===== src/rtl/team_06_pkg.sv =====
// Shared types and helpers for the echo stage.
// Audio is offset-binary, AUDIO_MID is silence.
package team_06_pkg;

    typedef enum logic [2:0] {
        CLEAR,
        IDLE,
        READ,
        MIX,
        WRITE
    } echo_state_t;

    localparam int AUDIO_W = 8;
    localparam logic [AUDIO_W-1:0] AUDIO_MID = 8'd128;

    // dry + tap*gain/8 (floored), saturated back to offset-binary
    function automatic logic [AUDIO_W-1:0] mix_sample(
        input logic [AUDIO_W-1:0] dry,
        input logic [AUDIO_W-1:0] tap,
        input logic [2:0]         gain
    );
        logic signed [11:0] d;
        logic signed [11:0] w;
        logic signed [11:0] p;
        logic signed [11:0] m;
        d = $signed({4'b0, dry}) - 12'sd128;
        w = $signed({4'b0, tap}) - 12'sd128;
        p = w * $signed({9'b0, gain});
        m = d + (p >>> 3);
        if (m > 12'sd127) begin
            return 8'hFF;
        end else if (m < -12'sd128) begin
            return 8'h00;
        end else begin
            return m[7:0] ^ 8'h80;
        end
    endfunction

endpackage


===== src/rtl/team_06_echo_if.sv =====
// Sample stream and control bundle for the echo stage.
// master drives samples/controls, slave returns the result.
interface team_06_echo_if #(
    parameter int AW = 6
);
    logic          sample_valid;
    logic [7:0]    audio_in;
    logic          en;
    logic [AW-1:0] delay_sel;
    logic [2:0]    decay;
    logic [7:0]    audio_out;
    logic          out_valid;
    logic          busy;

    modport master (
        output sample_valid, audio_in, en, delay_sel, decay,
        input  audio_out, out_valid, busy
    );

    modport slave (
        input  sample_valid, audio_in, en, delay_sel, decay,
        output audio_out, out_valid, busy
    );
endinterface


===== src/rtl/team_06_delay_line.sv =====
// Circular sample store: one sync write, one registered read.
// Contents are not reset; the owner clears them explicitly.
module team_06_delay_line #(
    parameter int DEPTH = 64,
    parameter int AW    = $clog2(DEPTH)
) (
    input  logic          clkdiv,
    input  logic          we,
    input  logic [AW-1:0] waddr,
    input  logic [7:0]    wdata,
    input  logic [AW-1:0] raddr,
    output logic [7:0]    rdata
);
    logic [7:0] mem [DEPTH];

    always_ff @(posedge clkdiv) begin
        if (we) begin
            mem[waddr] <= wdata;
        end
        rdata <= mem[raddr];
    end
endmodule


===== src/rtl/team_06_echo.sv =====
// Feedback echo: mixes a decayed copy of an earlier output
// into each incoming sample, one sample per accepted strobe.
module team_06_echo
    import team_06_pkg::*;
#(
    parameter int DEPTH = 64,
    localparam int AW   = $clog2(DEPTH)
) (
    input  logic           clkdiv,
    input  logic           n_rst,
    team_06_echo_if.slave  bus
);
    localparam logic [AW-1:0] LAST = AW'(DEPTH - 1);

    echo_state_t   state;
    echo_state_t   next;
    logic [AW-1:0] wr_ptr;
    logic [AW-1:0] clr_ptr;
    logic [AW-1:0] delay_q;
    logic [AW-1:0] eff;
    logic [AW-1:0] rd_addr;
    logic [AW-1:0] waddr;
    logic [7:0]    dry;
    logic [7:0]    rd_data;
    logic [7:0]    wdata;
    logic [7:0]    res;
    logic [2:0]    decay_q;
    logic          en_q;
    logic          we;

    always_ff @(posedge clkdiv or negedge n_rst) begin
        if (!n_rst) begin
            state <= CLEAR;
        end else begin
            state <= next;
        end
    end

    always_comb begin
        next = state;
        unique case (state)
            CLEAR:   if (clr_ptr == LAST) next = IDLE;
            IDLE:    if (bus.sample_valid) next = READ;
            READ:    next = MIX;
            MIX:     next = WRITE;
            WRITE:   next = IDLE;
            default: next = CLEAR;
        endcase
    end

    always_ff @(posedge clkdiv or negedge n_rst) begin
        if (!n_rst) begin
            wr_ptr        <= '0;
            clr_ptr       <= '0;
            delay_q       <= '0;
            decay_q       <= '0;
            en_q          <= 1'b0;
            dry           <= AUDIO_MID;
            bus.audio_out <= AUDIO_MID;
        end else begin
            if (state == CLEAR) begin
                clr_ptr <= clr_ptr + 1'b1;
            end
            if (state == IDLE && bus.sample_valid) begin
                dry     <= bus.audio_in;
                delay_q <= bus.delay_sel;
                decay_q <= bus.decay;
                en_q    <= bus.en;
            end
            // audio_out doubles as the write-back register
            if (state == MIX) begin
                bus.audio_out <= res;
            end
            if (state == WRITE) begin
                wr_ptr <= wr_ptr + 1'b1;
            end
        end
    end

    assign eff     = (delay_q == '0) ? AW'(1) : delay_q;
    assign rd_addr = wr_ptr - eff;
    assign res     = en_q ? mix_sample(dry, rd_data, decay_q) : dry;

    assign we    = (state == CLEAR) || (state == WRITE);
    assign waddr = (state == CLEAR) ? clr_ptr : wr_ptr;
    assign wdata = (state == CLEAR) ? AUDIO_MID : bus.audio_out;

    assign bus.busy      = (state != IDLE);
    assign bus.out_valid = (state == WRITE);

    team_06_delay_line #(
        .DEPTH (DEPTH),
        .AW    (AW)
    ) u_line (
        .clkdiv (clkdiv),
        .we     (we),
        .waddr  (waddr),
        .wdata  (wdata),
        .raddr  (rd_addr),
        .rdata  (rd_data)
    );
endmodule

===== src/flat_wrapper.sv =====
// flat-port wrapper written by rule: the top's interface ports become plain ports
module team_06_echo_flat import team_06_pkg::*;
#(
    parameter int DEPTH = 64,
    localparam int AW   = $clog2(DEPTH)
)
  (clkdiv, n_rst, bus_sample_valid, bus_audio_in, bus_en, bus_delay_sel, bus_decay, bus_audio_out, bus_out_valid, bus_busy);
  team_06_echo_if bus_i ();
  input  logic clkdiv;
  input  logic n_rst;
  input wire logic [$bits(bus_i.sample_valid)-1:0] bus_sample_valid;
  input wire logic [$bits(bus_i.audio_in)-1:0] bus_audio_in;
  input wire logic [$bits(bus_i.en)-1:0] bus_en;
  input wire logic [$bits(bus_i.delay_sel)-1:0] bus_delay_sel;
  input wire logic [$bits(bus_i.decay)-1:0] bus_decay;
  output wire logic [$bits(bus_i.audio_out)-1:0] bus_audio_out;
  output wire logic [$bits(bus_i.out_valid)-1:0] bus_out_valid;
  output wire logic [$bits(bus_i.busy)-1:0] bus_busy;
  assign bus_i.sample_valid = bus_sample_valid;
  assign bus_i.audio_in = bus_audio_in;
  assign bus_i.en = bus_en;
  assign bus_i.delay_sel = bus_delay_sel;
  assign bus_i.decay = bus_decay;
  assign bus_audio_out = bus_i.audio_out;
  assign bus_out_valid = bus_i.out_valid;
  assign bus_busy = bus_i.busy;
  team_06_echo #(.DEPTH(DEPTH)) u_core (.clkdiv(clkdiv), .n_rst(n_rst), .bus(bus_i));
endmodule

===== config.mk =====
export PLATFORM = sky130hd
export DESIGN_NAME = team_06_echo_flat
export DESIGN_NICKNAME = d
export VERILOG_FILES = /design/src/rtl/team_06_pkg.sv /design/src/rtl/team_06_echo_if.sv /design/src/rtl/team_06_delay_line.sv /design/src/rtl/team_06_echo.sv /design/src/flat_wrapper.sv
export SDC_FILE = /design/constraint.sdc
export NUM_CORES = 1
export LEC_CHECK = 0
export ABC_CLOCK_PERIOD_IN_PS = 9460
export BUFFER_PORTS_ARGS = -buffer_cell sky130_fd_sc_hd__clkbuf_2
export CORE_MARGIN = 5
export CORE_UTILIZATION = 25
export DETAILED_ROUTE_END_ITERATION = 8
export GPL_ROUTABILITY_DRIVEN = 0
export PLACE_DENSITY = 0.35
export SYNTH_ARGS = -nofsm -noshare
export SYNTH_HDL_FRONTEND = slang
export SYNTH_SLANG_ARGS = --single-unit

===== constraint.sdc =====
create_clock -name clkdiv -period 9.46 [get_ports clkdiv]
set_clock_uncertainty 0.2 [all_clocks]
set_input_delay 0.946 -clock clkdiv [delete_from_list [all_inputs] [get_ports clkdiv]]
set_output_delay 0.946 -clock clkdiv [all_outputs]
set_load 0.05 [all_outputs]

==> results.md <==
* # H-tree levels at 3
* Post-synthesis sequential area ratio at 0.706
* Post-synth EDFFs at 512
* FFs w/ async S/R, synth at 0.0731
* CTS sink count at roughly 560
* Synthesis-stage register bit count at approximately 560
* Final instance area at 27400 um2
* CTS hold repair buffers at 1
* Layout Cells excl Fill at between 2000 and 3000
* DR vias/cell at 4.39
* Die width at about 320 um
* Post-DRT Antenna Nets at 0
* Clock slew at reported path FFs at roughly 0.06 ns
* # IOs at 31
* Total GRT Usage at 0.126
* Highest-delay cell along the critical path: a22oi_1
* Core Util, Final at 0.294
* Final setup viols at 0
* Largest net degree at the start of global routing at 129
* NumNets Final at 1369
* Hold depth at 2
* CP bufs+invs at 2
* Die area at roughly 100000 um2
* Count leader, synth: edfxtp_1
* Top post-synthesis cells by count: edfxtp_1 (512), mux4_2 (160), nor2_1 (90)
* Placed Instances at ~2500
* Syn. warnings at 0
* Leading post-synthesis cells by cell area: edfxtp_1 (66%), mux4_2 (15%), dfrtp_1 (4.2%)
* Final slew viol count at 0
* Top cell type's share of synthesized area at 0.655
* CTS tree: yes
* First-pass GRT wire length at 90700 um
* DRT Pass-1 Iters at 5
* Startpoint Class: register
* Count of cell types in the netlist at 56
* WS Path Type: register to register
* Wire per inst at between 20 and 25 um
* Number of cell rows at 112
* RSZ-0062 raised after global routing: no
* Yosys top cell by area: edfxtp_1
* Ys flop type: edfxtp_1
* Hold crit path type: register to register
* # diodes at 0
* Top Family by Delay on Critical Path: compound AO/OA/AOI/OAI gates
* Drt first-iter violations at between 600 and 700
* Core Area at about 93000 um2
* Fin. Hold Viols at 0
* Area growth syn-to-layout at 16.6%
* I/O Buffers at 30
* CP Max Fanout at 9
* Post-Syn Area per Cell at 19.0 um2
* Aggregate global routing overflow at 0
* Reg2reg path depth at 18
* Layout cells sized above 1 at 0.245
* Arr. time, crit path at 5.42 ns
* Worst R2R End: u_core.bus.audio_out[2]
* Vias in the first global route at 12200
* Crit end category: register
* WP depth at 18
* Setup tns final at 0 ns
* Required time of the critical path at approximately 9.7 ns
* Worst skew pair latency at between 0.6 and 0.7 ns
* Worst reg-to-reg setup slack at ~4.3 ns
* Initial core utilization at 0.252
* Crit path from: u_core.decay_q[2]
* Post-cts resize count at 0
* Crit-path cells: and2_1 > ha_1 > inv_1 > fa_1 > inv_1 > fa_1 > a21o_1 > a21oi_1 > o21bai_1 > a2111oi_0 > nor3_1 > xor2_1 > ha_1 > a211o_1 > a22oi_1 > nand2_1 > o21ai_0 > o21ai_0
* Shortest period the worst path allows at 5.15 ns
* Reg2reg start: u_core.decay_q[2]
* CTS buffer count at between 60 and 70
* Worst slew pin tran at 1.29 ns
* Total Wirelength at ~62000 um
* # Post-CTS Setup Buffers at 0
* HPWL after DPL at 37500 um
* Area after DPL at ~25000 um2
* Status: complete, no violations
* Mapped Area at ~23000 um2
* Tcrit/Tclk final at 0.544
* Number of max-cap violations at 0
* Antenna violations before repair at 1
* Clock Tree Buf Depth at 3
* Mapped Nets at ~1300
* Clock root buffer: clkbuf_16
* Largest stage delay on the critical path at 0.52 ns
* Peak Freq at about 200 MHz
* Detailed-route DRC error count at 0
* Max_slew headroom at 0.139
* Termination of the worst setup path: u_core.bus.audio_out[2]
* Synthesized instance count at 1232
* DR vias at between 10000 and 15000
* Die Ht at 316 um
[registers in the layout, indices dropped and copies added, names as in the netlist]
name,flops
u_core.delay_q,6
u_core.wr_ptr,6
u_core.en_q,1
u_core.dry,8
u_core.clr_ptr,6
u_core.bus.audio_out,8
u_core.u_line.rdata,8
u_core.decay_q,3
u_core.state,3
u_core.u_line.mem,512
[layout by cell type (no fill, tap or decap), drive strengths merged, types with 4 or more instances in the layout]
| cell | n |
|---|---|
| clkinv | 33 |
| mux2 | 14 |
| nand3 | 8 |
| nor2 | 90 |
| nand2b | 10 |
| o21a | 4 |
| mux4 | 160 |
| dfxtp | 8 |
| inv | 48 |
| xor2 | 8 |
| mux2i | 26 |
| and2 | 16 |
| clkbuf | 113 |
| xnor2 | 17 |
| nor2b | 9 |
| dfrtp | 39 |
| edfxtp | 512 |
| nand4 | 6 |
| o31ai | 7 |
| bufinv | 4 |
| nor3 | 10 |
| buf | 17 |
| fa | 10 |
| nand3b | 5 |
| a21o | 4 |
| or3 | 5 |
| a21oi | 20 |
| o21ai | 28 |
| ha | 36 |
| nand2 | 50 |
[metal layers]
metal	wire [um]	share of wire	up-vias	track usage
met1	28200	0.45	6084	0.169
met3	2260	0.036	82	0.0240
met2	30800	0.49	197	0.212
met4	1260	0.020	0	0.0324
met5	0	0	-	0
li1	-	-	5096	-
[stage by stage]
| step | setup slack (ns) | hold WS (ns) |
|---|---|---|
| 3_3_place_gp | 4.37 | 0.290 |
| 6_report | 4.31 | 0.300 |
| 3_5_place_dp | 4.31 | 0.283 |
| 4_1_cts | 4.29 | 0.303 |
| 5_1_grt | 3.84 | 0.322 |
| 2_1_floorplan | 4.86 | 0.278 |
[area by class of cell]
cell class | instances | area (um2)
clock buffers | 83 | 1760
inverters | 45 | 169
clock inverters | 41 | 368
fillers | 9134 | 65800
flip-flops and latches | 561 | 16600
well taps | 1254 | 1570
multi-input cells | 578 | 6620
repair buffers | 48 | 313
[kinds of logic after synthesis]
| group | synth area share |
|---|---|
| flip-flops | 0.706 |
| multiplexers | 0.171 |
| adder cells (fa/ha/maj) | 0.0277 |
| AO/OA/AOI/OAI | 0.0260 |
| XOR/XNOR | 0.00965 |
| buffers and inverters | 0.0164 |
| AND/OR/NAND/NOR | 0.0428 |
[worst min path at each step]
stage	startpoint	end	slack, ns
after CTS	u_core.bus.audio_out[7]	u_core.bus.audio_out[7]	0.30
final	u_core.bus.audio_out[7]	u_core.bus.audio_out[7]	0.30
after global placement	u_core.bus.audio_out[7]	u_core.bus.audio_out[7]	0.29
after detailed placement	u_core.bus.audio_out[7]	u_core.bus.audio_out[7]	0.28
after floorplan	u_core.clr_ptr[5]	u_core.clr_ptr[5]	0.28
after global routing	u_core.bus.audio_out[7]	u_core.bus.audio_out[7]	0.32
[tightest hold or removal path, stage by stage (launching register included)]
cell and delay (ns):
dfstp_2 0.37, nand2_1 0.04, o21ai_0 0.07
Power is left out: the tool's default activity adds up to more than one toggle a clock period on the data nets, which glitch-free logic cannot reach.
